File: src/rtl/ex_muldiv_if.sv
// ----------------------------------------------------------------------------
// ex_muldiv_if
// Handshake/data bundle between the EX stage control and the iterative
// multiply/divide unit.
//   master : EX-stage side, drives flush/start/op/a/b and observes the result
//   slave  : the mul/div unit itself
// Signals
//   flush      abort any in-flight operation (EX clear)
//   start      EX holds a mul/div instruction (sampled only when idle)
//   op         00 MULT, 01 MULTU, 10 DIV, 11 DIVU
//   a, b       RS / RT operands
//   stall_req  hold request for the IF/ID and ID/EX registers
//   busy       unit is iterating or finishing
//   done       one-cycle pulse, hi/lo valid from this cycle on
//   hi, lo     product halves, or remainder / quotient
// ----------------------------------------------------------------------------
interface ex_muldiv_if #(
    parameter int WIDTH = 32
);
    logic             flush;
    logic             start;
    logic [1:0]       op;
    logic [WIDTH-1:0] a;
    logic [WIDTH-1:0] b;
    logic             stall_req;
    logic             busy;
    logic             done;
    logic [WIDTH-1:0] hi;
    logic [WIDTH-1:0] lo;

    modport master (
        output flush, start, op, a, b,
        input  stall_req, busy, done, hi, lo
    );

    modport slave (
        input  flush, start, op, a, b,
        output stall_req, busy, done, hi, lo
    );
endinterface

File: src/rtl/ex_muldiv_unit.sv
// ----------------------------------------------------------------------------
// ex_muldiv_unit
// Iterative radix-2 multiply/divide unit for the EX stage. Produces a
// 2*WIDTH HI/LO result for MULT, MULTU, DIV and DIVU and raises stall_req
// while it works so the front of the pipeline is held.
// Ports
//   clk     rising-edge clock
//   rst_n   synchronous active-low reset
//   bus     ex_muldiv_if.slave (flush, start, op, a, b -> stall_req, busy,
//           done, hi, lo)
// Configuration
//   MULDIV_FAST_MUL_EN : when defined, MULT/MULTU use a single-cycle '*'
//                        and skip the iterative phase (IDLE -> FIX -> IDLE).
//                        Divides are unaffected.
// ----------------------------------------------------------------------------
module ex_muldiv_unit #(
    parameter int WIDTH = 32
) (
    input  logic       clk,
    input  logic       rst_n,
    ex_muldiv_if.slave bus
);

    localparam int CNT_W = $clog2(WIDTH) + 1;

    typedef enum logic [1:0] {
        S_IDLE = 2'd0,
        S_CALC = 2'd1,
        S_FIX  = 2'd2
    } state_t;

    // control state (reset)
    state_t           state_q;
    logic [CNT_W-1:0] cnt_q;
    logic             busy_q;
    logic             done_q;
    logic [WIDTH-1:0] hi_q;
    logic [WIDTH-1:0] lo_q;

    // datapath state (no reset needed: always loaded on start)
    logic               is_div_q;
    logic               neg_q_q;   // negate product / quotient
    logic               neg_r_q;   // negate remainder
    logic [WIDTH-1:0]   mcand_q;   // multiplicand or divisor magnitude
    logic [2*WIDTH-1:0] acc_q;     // MUL: {partial, multiplier}; DIV: {rem, quo}

    function automatic logic [WIDTH-1:0] magnitude(input logic signed [WIDTH-1:0] v,
                                                   input logic is_signed);
        if (is_signed && v[WIDTH-1])
            return $unsigned(-v);
        else
            return $unsigned(v);
    endfunction

    function automatic logic [WIDTH-1:0] neg_if(input logic [WIDTH-1:0] v, input logic neg);
        return neg ? (~v + WIDTH'(1)) : v;
    endfunction

    function automatic logic [2*WIDTH-1:0] neg_if2(input logic [2*WIDTH-1:0] v, input logic neg);
        return neg ? (~v + (2*WIDTH)'(1)) : v;
    endfunction

    // operand capture
    logic             is_signed_in;
    logic             sign_a;
    logic             sign_b;
    logic [WIDTH-1:0] mag_a;
    logic [WIDTH-1:0] mag_b;
    logic             load_start;
    logic             calc_step;

    always_comb begin
        is_signed_in = ~bus.op[0];
        sign_a       = is_signed_in & bus.a[WIDTH-1];
        sign_b       = is_signed_in & bus.b[WIDTH-1];
        mag_a        = magnitude(bus.a, is_signed_in);
        mag_b        = magnitude(bus.b, is_signed_in);
        load_start   = (state_q == S_IDLE) && bus.start && !bus.flush;
        calc_step    = (state_q == S_CALC) && !bus.flush;
    end

`ifdef MULDIV_FAST_MUL_EN
    logic [2*WIDTH-1:0] fast_prod;
    assign fast_prod = (2*WIDTH)'(mag_a) * (2*WIDTH)'(mag_b);
`endif

    // one radix-2 iteration
    logic [WIDTH:0]     mul_sum;
    logic [WIDTH:0]     div_shift;
    logic [WIDTH:0]     div_diff;
    logic [2*WIDTH-1:0] acc_step;

    always_comb begin
        mul_sum   = {1'b0, acc_q[2*WIDTH-1:WIDTH]} + {1'b0, mcand_q};
        div_shift = acc_q[2*WIDTH-1:WIDTH-1];
        div_diff  = div_shift - {1'b0, mcand_q};
        acc_step  = acc_q;
        if (is_div_q) begin
            // restoring step: keep the difference only when it did not borrow
            if (!div_diff[WIDTH])
                acc_step = {div_diff[WIDTH-1:0], acc_q[WIDTH-2:0], 1'b1};
            else
                acc_step = {div_shift[WIDTH-1:0], acc_q[WIDTH-2:0], 1'b0};
        end else if (acc_q[0]) begin
            acc_step = {mul_sum, acc_q[WIDTH-1:1]};
        end else begin
            acc_step = {1'b0, acc_q[2*WIDTH-1:1]};
        end
    end

    // sign correction applied in FIX
    logic [2*WIDTH-1:0] prod_fix;
    logic [WIDTH-1:0]   hi_fix;
    logic [WIDTH-1:0]   lo_fix;

    always_comb begin
        prod_fix = neg_if2(acc_q, neg_q_q);
        if (is_div_q) begin
            hi_fix = neg_if(acc_q[2*WIDTH-1:WIDTH], neg_r_q);
            lo_fix = neg_if(acc_q[WIDTH-1:0], neg_q_q);
        end else begin
            hi_fix = prod_fix[2*WIDTH-1:WIDTH];
            lo_fix = prod_fix[WIDTH-1:0];
        end
    end

    // stage: datapath registers
    always_ff @(posedge clk) begin
        if (load_start) begin
            is_div_q <= bus.op[1];
            // a zero divisor leaves quotient all ones and remainder |a|;
            // suppressing the quotient sign keeps lo all ones and hi = a
            neg_q_q  <= (sign_a ^ sign_b) & (|bus.b);
            neg_r_q  <= sign_a;
            if (bus.op[1]) begin
                mcand_q <= mag_b;
                acc_q   <= {{WIDTH{1'b0}}, mag_a};
            end else begin
                mcand_q <= mag_a;
`ifdef MULDIV_FAST_MUL_EN
                acc_q   <= fast_prod;
`else
                acc_q   <= {{WIDTH{1'b0}}, mag_b};
`endif
            end
        end else if (calc_step) begin
            acc_q <= acc_step;
        end
    end

    // stage: control FSM and result registers
    always_ff @(posedge clk) begin
        if (!rst_n) begin
            state_q <= S_IDLE;
            cnt_q   <= '0;
            busy_q  <= 1'b0;
            done_q  <= 1'b0;
            hi_q    <= '0;
            lo_q    <= '0;
        end else begin
            done_q <= 1'b0;
            case (state_q)
                S_IDLE: begin
                    if (load_start) begin
                        cnt_q  <= '0;
                        busy_q <= 1'b1;
`ifdef MULDIV_FAST_MUL_EN
                        state_q <= bus.op[1] ? S_CALC : S_FIX;
`else
                        state_q <= S_CALC;
`endif
                    end
                end
                S_CALC: begin
                    if (bus.flush) begin
                        state_q <= S_IDLE;
                        busy_q  <= 1'b0;
                    end else begin
                        cnt_q <= cnt_q + CNT_W'(1);
                        if (cnt_q == CNT_W'(WIDTH - 1))
                            state_q <= S_FIX;
                    end
                end
                S_FIX: begin
                    state_q <= S_IDLE;
                    busy_q  <= 1'b0;
                    if (!bus.flush) begin
                        hi_q   <= hi_fix;
                        lo_q   <= lo_fix;
                        done_q <= 1'b1;
                    end
                end
                default: begin
                    state_q <= S_IDLE;
                    busy_q  <= 1'b0;
                end
            endcase
        end
    end

    logic fix_stall;
`ifdef MULDIV_FAST_MUL_EN
    // single-cycle multiplies release the stall as soon as the op is taken
    assign fix_stall = (state_q == S_FIX) && is_div_q;
`else
    assign fix_stall = (state_q == S_FIX);
`endif

    assign bus.stall_req = ((state_q == S_IDLE) && bus.start) || (state_q == S_CALC) || fix_stall;
    assign bus.busy      = busy_q;
    assign bus.done      = done_q;
    assign bus.hi        = hi_q;
    assign bus.lo        = lo_q;

endmodule

File: src/flat_wrapper.sv
// flat-port wrapper written by rule: the top's interface ports become plain ports
module ex_muldiv_unit_flat 
#(
    parameter int WIDTH = 32
)
  (clk, rst_n, bus_flush, bus_start, bus_op, bus_a, bus_b, bus_stall_req, bus_busy, bus_done, bus_hi, bus_lo);
  ex_muldiv_if #(.WIDTH(WIDTH)) bus_i ();
  input  logic clk;
  input  logic rst_n;
  input wire logic [$bits(bus_i.flush)-1:0] bus_flush;
  input wire logic [$bits(bus_i.start)-1:0] bus_start;
  input wire logic [$bits(bus_i.op)-1:0] bus_op;
  input wire logic [$bits(bus_i.a)-1:0] bus_a;
  input wire logic [$bits(bus_i.b)-1:0] bus_b;
  output wire logic [$bits(bus_i.stall_req)-1:0] bus_stall_req;
  output wire logic [$bits(bus_i.busy)-1:0] bus_busy;
  output wire logic [$bits(bus_i.done)-1:0] bus_done;
  output wire logic [$bits(bus_i.hi)-1:0] bus_hi;
  output wire logic [$bits(bus_i.lo)-1:0] bus_lo;
  assign bus_i.flush = bus_flush;
  assign bus_i.start = bus_start;
  assign bus_i.op = bus_op;
  assign bus_i.a = bus_a;
  assign bus_i.b = bus_b;
  assign bus_stall_req = bus_i.stall_req;
  assign bus_busy = bus_i.busy;
  assign bus_done = bus_i.done;
  assign bus_hi = bus_i.hi;
  assign bus_lo = bus_i.lo;
  ex_muldiv_unit #(.WIDTH(WIDTH)) u_core (.clk(clk), .rst_n(rst_n), .bus(bus_i));
endmodule
File: config.mk
export PLATFORM = sky130hd
export DESIGN_NAME = ex_muldiv_unit_flat
export DESIGN_NICKNAME = d
export VERILOG_FILES = /design/src/rtl/ex_muldiv_if.sv /design/src/rtl/ex_muldiv_unit.sv /design/src/flat_wrapper.sv
export SDC_FILE = /design/constraint.sdc
export NUM_CORES = 1
export LEC_CHECK = 0
export CAP_MARGIN = 20
export CORE_ASPECT_RATIO = 0.6
export CORE_MARGIN = 2
export CORE_UTILIZATION = 45
export DETAILED_ROUTE_END_ITERATION = 12
export HOLD_SLACK_MARGIN = 0.1
export PLACE_DENSITY = 0.72
export SLEW_MARGIN = 25
export SYNTH_ARGS = -nofsm -noshare
export SYNTH_HDL_FRONTEND = slang
export SYNTH_SLANG_ARGS = --single-unit
File: constraint.sdc
create_clock -name clk -period 3.52 [get_ports clk]
set_input_delay 0.528 -clock clk [delete_from_list [all_inputs] [get_ports clk]]
set_output_delay 0.528 -clock clk [all_outputs]
set_load 0.01 [all_outputs]
* Word-level counts from Yosys, hierarchy flattened
Cells that the tools add are included.
** Cells by class
- $add $sub $neg :: 8
- Eq/ne operators :: 7
- Bitwise gates (word level) :: 9
- Muxes and demuxes :: 25
- Reduce and logical (&&, ||, !) cells :: 17
** Operator list (number)
- two-way mux 64 bit :: 6
- two-way mux 32 bit :: 8
- adder 32 x 1 -> 32 bit (second input constant) :: 2
- adder 64 x 1 -> 64 bit (second input constant) :: 1
- negation 32 bit :: 2
- NOT 32 bit :: 2
- NOT 64 bit :: 1
- adder 32 x 32 -> 33 bit :: 1
- subtractor 33 x 32 -> 33 bit :: 1
- OR reduction 32 bit :: 1
- two-way mux 6 bit :: 2
- one-hot mux 6 bit (2 select lines) :: 1
- AND reduction 2 bit :: 4
- adder 6 x 1 -> 6 bit (second input constant) :: 1
- == test 6 x 5 -> 1 bit (second input constant) :: 1
- two-way mux 2 bit :: 3
- logical AND 1 bit :: 5
- inequality test 2 bit (second input constant) :: 2
- one-hot mux 2 bit (2 select lines) :: 1
- nonzero test 2 bit :: 2
- AND 1 bit :: 3
- two-way mux 1 bit :: 3
- inequality test 3 bit (second input constant) :: 1
- AND reduction 3 bit :: 1
- 9 further kinds :: 11
** Storage, ports and cells
- Logic and storage cells :: 77
- Flip-flop bits (word level) :: 173
- Input port bits :: 70

* Depth between registers and ports, before layout
- Word-level depth :: 5
- Mapped depth :: 14
- Mapped depth without buffers :: 12

* Worst setup path after synthesis
OpenSTA, ideal clock, no wires.
- Path kind :: register -> register
- Start :: register u_core.acc_q[60]
- End :: register u_core.acc_q[53] (data pin)
- Required time :: 3.241 ns
- Setup slack :: 0.415 ns
- Stages on the path, launching flop included :: 13
- Arrival :: 2.826 ns
- Path buffers :: 3
- Library setup time :: 0.279 ns
- Clock period less this slack :: 3.105 ns
- Path through :: edfxtp_1 ha_1 buf_2 a21o_1 a21o_1 a21oi_1 mux2i_1 o211ai_1 or3b_1 buf_4 buf_4 a21oi_1 a221oi_1
** On the way
- Cells in the longest elaborated chain, start to end :: 5
** RTL lines
- from (decl) :: line ex_muldiv_unit.sv:45 : logic [2*WIDTH-1:0] acc_q;
- from (signal assigned) :: line ex_muldiv_unit.sv:137 : acc_q <= {{WIDTH{1'b0}}, mag_a};
- from (signal assigned) :: line ex_muldiv_unit.sv:143 : acc_q <= {{WIDTH{1'b0}}, mag_b};
- from (signal assigned) :: line ex_muldiv_unit.sv:147 : acc_q <= acc_step;
- subtractor 33 x 32 -> 33 bit :: line ex_muldiv_unit.sv:96 : div_diff = div_shift - {1'b0, mcand_q};
- two-way mux 64 bit :: line ex_muldiv_unit.sv:100 : if (!div_diff[WIDTH])
- two-way mux 64 bit :: line ex_muldiv_unit.sv:98 : if (is_div_q) begin
- two-way mux 64 bit :: line ex_muldiv_unit.sv:146 : end else if (calc_step) begin
- two-way mux 64 bit :: line ex_muldiv_unit.sv:129 : if (load_start) begin
No other way between the ends. The select of a mux whose other input is x is not followed.
A chain may end at the register's enable or synchronous reset.

* Worst setup path in the final report
- Start :: register u_core.acc_q[32]
- End :: register u_core.acc_q[63] (data pin)
** On the way
- Cells in the longest elaborated chain, start to end :: 5
- Elaborated cells on any way between the ends :: 7
- Those cells by class :: add/sub: 2; mux: 5
** RTL lines (line)
- subtractor 33 x 32 -> 33 bit / adder 32 x 32 -> 33 bit (equally long branches) :: ex_muldiv_unit.sv:96, ex_muldiv_unit.sv:94
- two-way mux 64 bit (on tied branches) :: ex_muldiv_unit.sv:100, ex_muldiv_unit.sv:104
- two-way mux 64 bit (*) :: ex_muldiv_unit.sv:98
- two-way mux 64 bit (*) :: ex_muldiv_unit.sv:146
- two-way mux 64 bit (*) :: ex_muldiv_unit.sv:129
Every way passes the cells marked *; elsewhere a longest branch is shown, timed or not. The select of a mux whose other input is x is not followed.

==> impl_metrics.csv <==
group,metric,value,unit
status,status,"finished clean",
yosys,ys_ff_latch,173,
timing,finalCritPeriodShare,97.3,%
timing,tightest_slew,0.867,ns
timing,fin_skew,0.0112,ns
global_route,grt_max_degree,86,
global_route,antenna_found_initial,0,
clock_network,clock_latency,0.46,ns
yosys,ys_async_sr_fraction,0,%
yosys,ys_warn_count,0,
clock_network,path_clk_slew,0.07,ns
yosys,syn_inst,1737,
cells_and_area,fillerInstances,2828,
timing,final_max_slew_viol_count,0,
critical_path,arrival,3.64,ns
clock_network,cts_tree,"built",
yosys,synth.avg_cell_area,8.35,um^2
pwr,powerDensity,387,nW/um^2
clock_network,cts_root_buffer,"clkbuf_16",
global_route,grt_pass1_vias,13335,
cells_and_area,post_route_cells_drive_above_1_share,10.7,%
cells_and_area,seq_area,4450,um^2
timing,finalWorstSetupSlack,0.0962,ns
critical_path,crit_slowest_cell,"edfxtp_1",
yosys,ys_types,85,
clock_network,numCtsBuffers,17,
critical_path,path_buf_inv,2,
floorplan,core_area,31500,um^2
placed_design,gp_congestion,1.04,
global_route,grt_usage,30.8,%
critical_path,crit_type,"flop to flop",
yosys,synth_top_area_share,20.5,%
floorplan,fp.dieW,236,um
floorplan,die_area,33700,um^2
yosys,synth_area,14500,um^2
floorplan,rows,50,
cells_and_area,nNetsFinal,2062,
yosys,synth_edf_count,99,
flow_run,maxCapViolCount,0,
critical_path,worstPathRequired,3.74,ns
timing,fmax,292,MHz
critical_path,start_kind,"flop",
yosys,syn_nets,1878,
yosys,ys_top_cells_by_area,"edfxtp_1, dfxtp_1, ha_1",
hold_path,hold_path.class,"flop to flop",
pwr,p_leak,0.00713,uW
cells_and_area,area.growth.synth_to_final,21.8,%
routing,num_vias,14652,
yosys,ys_seq_area_share,30.7,%
floorplan,floorplan.initialDensity,46.1,%
routing,first_pass_iters,7,
clock_network,clock_sinks,173,
yosys,yosysMostFrequentCell,"nand2_1",
critical_path,max_stage_delay,0.47,ns
global_route,grt_pass1_wl,79.2,mm
routing,drc,0,
routing,wirelength,52.8,mm
floorplan,die_h,143,um
timing,setup_viol,0,
critical_path,crit_chain,"ha_1 > fa_1 > a21oi_2 > o22ai_1 > nor3_1 > buf_4 > o31ai_2 > a41oi_2 > buf_4 > o21ai_1 > a211oi_1 > o22ai_1 > a31o_2",
clock_network,ctsLongestPathBuffers,2,
cells_and_area,multiInputGateArea,9450,um^2
clock_network,ctsHtreeMaxLevel,4,
pwr,peakVddDrop,0.000372,V
routing,wl_per_cell,22.5,um
cells_and_area,antenna_cells,0,
routing,vias_per_cell,6.23,
timing,finalHoldViolations,0,
placed_design,dp_hpwl,41.9,mm
floorplan,io_pins,137,
critical_path,crit_family,"compound AO/OA/AOI/OAI gates",
timing,period_needed,3.42,ns
yosys,dominantRegCellSynth,"edfxtp_1",
yosys,synth_common_cells,"nand2_1, a21oi_1, o21ai_0",
timing,maxSlewHeadroom,41.7,%
pwr,power.total,6850,uW
global_route,grt_remaining_overflow,0,
critical_path,cp_max_fo,4,
routing,antenna_left,0,
clock_network,hold_buffers,0,
critical_path,cp-end-kind,"flop",
routing,drtIter0Drc,2059,
placed_design,pre_cts_ws,0.0700,ns
yosys,synth_top_area_cell,"edfxtp_1",
placed_design,port_buffers,136,
==> where the power goes <==
group / internal [uW] / switching, uW / total (uW)
Combinational: 989 / 1440 / 2420
Sequential: 2270 / 121 / 2400
Clock: 1120 / 906 / 2030
==> worst paths after layout <==
| path | from | endpoint | slack, ns | cells past startpoint |
|---|---|---|---|---|
| min reg2reg | u_core.bus.hi[30] | u_core.bus.hi[30] | 0.46 | 2 |
| max | u_core.acc_q[32] | u_core.acc_q[63] | 0.1 | 13 |
| min | u_core.bus.hi[30] | u_core.bus.hi[30] | 0.46 | 2 |
| max reg2reg | u_core.acc_q[32] | u_core.acc_q[63] | 0.1 | 13 |
==> area by class of cell <==
cell class	instances	area share, %
multi-input cells	1402	53.5
inverters	68	1.47
clock inverters	11	0.651
repair buffers	259	13.4
well taps	416	2.94
flip-flops and latches	173	25.2
clock buffers	21	2.85
==> cell families (layout without fill, tap and decap cells) <==
logic type / Yosys count / after routing / synth area share [%]
AO/OA/AOI/OAI: 565 / 565 / 25.1
AND/OR/NAND/NOR: 507 / 507 / 17.2
XOR/XNOR: 174 / 174 / 10.5
flip-flops: 173 / 173 / 30.7
buffers and inverters: 162 / 359 / 4.36
multiplexers: 85 / 85 / 5.94
adder cells (fa/ha/maj): 71 / 71 / 6.23
==> flip-flops by register name, summed over array words and instances, names as in the netlist <==
register / cells
u_core.bus.busy: 1
u_core.acc_q: 64
u_core.bus.lo: 32
u_core.mcand_q: 32
u_core.neg_r_q: 1
u_core.state_q: 2
u_core.neg_q_q: 1
u_core.is_div_q: 1
u_core.bus.done: 1
u_core.bus.hi: 32
u_core.cnt_q: 6
==> routing by layer <==
layer  GRT usage (%)  vias up  share of wire (%)
met3            10.6       65                 15
met1            47.1     6915                 46
met5               0        -                  0
met2            40.0      889                 37
met4            7.48        0                1.9
li1                -     6783                  -
==> what timing repair did <==
item	CTS	global route
hold endpoints to repair	0	0
setup buffers	0	2
endpoints found under the setup margin	0	14
gates resized for setup	0	8
==> metrics by stage <==
| stage | TNS (ns) | utilization, % | hold slack, ns | area [um^2] | cells |
|---|---|---|---|---|---|
| 5_1_grt | -0.0118 | 56.2 | 0.485 | 17700 | 2350 |
| 3_3_place_gp | 0 | 54.1 | 0.437 | 17000 | 2316 |
| 6_report | 0 | 56.2 | 0.458 | 17700 | 2350 |
| 3_5_place_dp | 0 | 54.1 | 0.450 | 17000 | 2316 |
| 2_1_floorplan | 0 | - | 0.477 | 14500 | 1737 |
| 4_1_cts | 0 | 56.0 | 0.466 | 17600 | 2348 |
==> layout by cell type, fill, tap and decap left out, drive strengths merged, types with 8 or more instances in the layout <==
| cell | synthesis | layout |
|---|---|---|
| nand2 | 175 | 175 |
| a21oi | 164 | 164 |
| o21ai | 154 | 154 |
| clkdlybuf4s50 | 0 | 135 |
| buf | 23 | 124 |
| nor2 | 120 | 120 |
| edfxtp | 99 | 99 |
| xnor2 | 93 | 93 |
| xor2 | 81 | 81 |
| mux2i | 76 | 76 |
| dfxtp | 74 | 74 |
| ha | 69 | 69 |
| inv | 64 | 69 |
| nand3 | 40 | 40 |
| nor3 | 37 | 37 |
| a21o | 35 | 35 |
| a211oi | 29 | 29 |
| o211a | 27 | 27 |
| a31oi | 26 | 26 |
| clkbuf | 71 | 21 |
| o31ai | 20 | 20 |
| nor4 | 20 | 20 |
| or3 | 18 | 18 |
| nand2b | 13 | 13 |
| nor2b | 13 | 13 |
| nand4 | 13 | 13 |
| o211ai | 12 | 12 |
| and2 | 12 | 12 |
| and3 | 11 | 11 |
| o21a | 11 | 11 |
| a221oi | 11 | 11 |
| or4 | 11 | 11 |
| mux2 | 9 | 9 |
| o22ai | 8 | 8 |
| o21bai | 8 | 8 |
| o41ai | 8 | 8 |
| clkinv | 4 | 8 |
==> worst reg2reg max path, stage by stage (launching register included) <==
cell      delay, ns
edfxtp_1       0.47
ha_1           0.27
fa_1           0.46
a21oi_2        0.22
o22ai_1        0.16
nor3_1         0.21
buf_4          0.16
o31ai_2        0.10
a41oi_2        0.23
buf_4          0.18
o21ai_1        0.13
a211oi_1       0.28
o22ai_1        0.12
a31o_2         0.21
No activity file was read; power rests on OpenSTA's default activity.
==> edit (same flow settings) <==
The 3 states of `state_t` get a one-hot encoding in 3 bits.
--- a/src/rtl/ex_muldiv_unit.sv
+++ b/src/rtl/ex_muldiv_unit.sv
@@ -24,8 +24,8 @@
     localparam int CNT_W = $clog2(WIDTH) + 1;
 
-    typedef enum logic [1:0] {
-        S_IDLE = 2'd0,
-        S_CALC = 2'd1,
-        S_FIX  = 2'd2
+    typedef enum logic [2:0] {
+        S_IDLE = 3'b001,
+        S_CALC = 3'b010,
+        S_FIX  = 3'b100
     } state_t;
 
Function: same outputs for any inputs over 10 cycles, from zero or initial values and one cycle with rst_n low; not proved beyond that.
==> edit against the unedited design <==
  * Wire length grew 0.27%
  * Sequential cell count grew 1
  * Worst setup slack lost 26 ps
  * Power shrank 2.1%
  * Cell count grew 3.5%
  * Synthesized area grew 0.16%
  * Synthesized cell count grew 0.52%
  * Cell area grew 3.9%
  * Critical path type unchanged
  * Critical endpoint is now u_core.bus.hi[25]
  * Largest power group is now sequential cells
==> edit: results (changes against the unedited design) <==
status complete, no violations; sequential cell area fraction in the yosys report 30.8% (+0.088 points); leakage 7.29 nW (+2.3%); Ant. Diodes 0 (unchanged); Filler Cells Inserted 2831 (+0.11%); Post-Syn Nets 1887 (+0.48%); grt total ovfl 0 (unchanged); DRT Pass-1 Iters 5 (-2); post-synthesis mux area share 7.49% (+1.5 points); adder-cell share of the synthesized area 6.22% (-0.010 points); R2R cell count 10 (-3); First DRT Iteration DRCs 1841 (-11%); top cells by area, synth edfxtp_1, dfxtp_1, mux2i_1; flop-to-flop setup slack 70 ps (-30 ps); Vias/cell 6.10 (-2.2%); layout cells sized above 1 14.1% (+3.4 points); cells after synthesis 1746 (+0.52%); pin count of the biggest net entering global routing 75 (-13%); critical path arrival 3780 ps (+140 ps); clk_skew 12.7 ps (+1.42 ps); Yosys cell types 74 (-13%); number of global-route vias before repair 13372 (+0.28%); Compound-Gate Fraction of Synth Area 23.2% (-1.9 points); gpl congestion 1.00 (-3.8%); hpwl dp 41800 um (-0.30%); post-DR wirelength/cell 21.8 um (-3.2%); Sw Share 34.9% (-1.1 points); Main power group sequential cells; xor/xnor share of the synthesized area 10.7% (+0.15 points); CP Max Fanout 5 (+1); vias 14837 (+1.3%); register share of total power 35.3% (+0.3 points); Total GRT Usage 30.7% (-0.12 points); Critical R2R Capture u_core.bus.hi[25]; Nets 2146 (+4.1%); CP Launch Point u_core.acc_q[9]; Slew headroom 42.8% (+1.1 points); worst vdd ir 0.387 mV (+4.1%); # placed instances 2397 (+3.5%)
[edit: changes by cell type in the layout (fill, tap and decap cells not counted), sizes merged, moves of 13 or more]
cell,before,now
o211a,27,3
o21ai,154,99
nor2,120,153
nand2,175,154
nor2b,13,28
a211oi,29,73
buf,124,193
a31oi,26,13
mux2i,76,93
[edit: final cells by class]
type	count	area, um^2	share of cell area, %
repair buffers	329	2890	15.7
multi-input cells	1411	9620	52.4
clock inverters	11	119	0.647
clock buffers	20	479	2.61
flip-flops and latches	174	4470	24.4
inverters	72	270	1.47
well taps	416	520	2.83
[edit: through the flow]
| step | util, % | total power (W) | cell area, um^2 | setup slack [ps] | hold slack, ps |
|---|---|---|---|---|---|
| after floorplan | - | 0.00373 | 14500 | 200 | 459 |
| after global placement | 55.8 | 0.00457 | 17600 | -72.2 | 451 |
| after detailed placement | 55.8 | 0.00461 | 17600 | -130 | 454 |
| after CTS | 57.8 | 0.00659 | 18200 | 4.51 | 462 |
| after global routing | 58.4 | 0.00695 | 18400 | -43.7 | 490 |
| final | 58.4 | 0.00671 | 18400 | 70.4 | 460 |
[edit: cell families (layout without fill, tap and decap cells)]
| family | after synthesis | count (layout) |
|---|---|---|
| and+or+nand+nor | 532 | 532 |
| xor gates and xnor gates | 176 | 176 |
| adders and majority gates | 71 | 71 |
| DFF | 174 | 174 |
| AOI/OAI and AO/OA | 525 | 525 |
| buffers and inverters | 161 | 432 |
| muxes | 107 | 107 |
[edit: what timing repair did]
action,4_1_cts,5_1_grt
endpoints found under the setup margin,5,32
pin swaps,0,6
setup buffers,0,4
gates cloned,0,1
resized for setup,4,24
[edit: worst max-delay path: stages, from the launching register on]
cell and delay, ps:
edfxtp_1 500, nor3_1 460, nand4_1 200, buf_4 220, or3_1 400, or3_4 400
or2_4 280, o21bai_1 150, a41oi_1 160, xnor2_1 390, a21oi_1 140
[edit: layer usage]
layer	track usage, %	vias to the layer above	part of all wire (%)
met3	8.53	52	12
met1	47.8	6988	48
met4	7.21	0	1.7
met5	0	-	0
met2	40.5	843	38
li1	-	6954	-
[edit: how the worst min path moves through the flow]
stage | start | end | slack, ps | cells after the start
finish | u_core.bus.hi[28] | u_core.bus.hi[28] | 460 | 2
global route | u_core.bus.lo[0] | u_core.bus.lo[0] | 490 | 2
CTS | u_core.bus.hi[28] | u_core.bus.hi[28] | 460 | 2
detailed placement | u_core.bus.hi[28] | u_core.bus.hi[28] | 450 | 2
global placement | u_core.bus.hi[28] | u_core.bus.hi[28] | 450 | 2
floorplan | u_core.cnt_q[1] | u_core.cnt_q[1] | 460 | 2
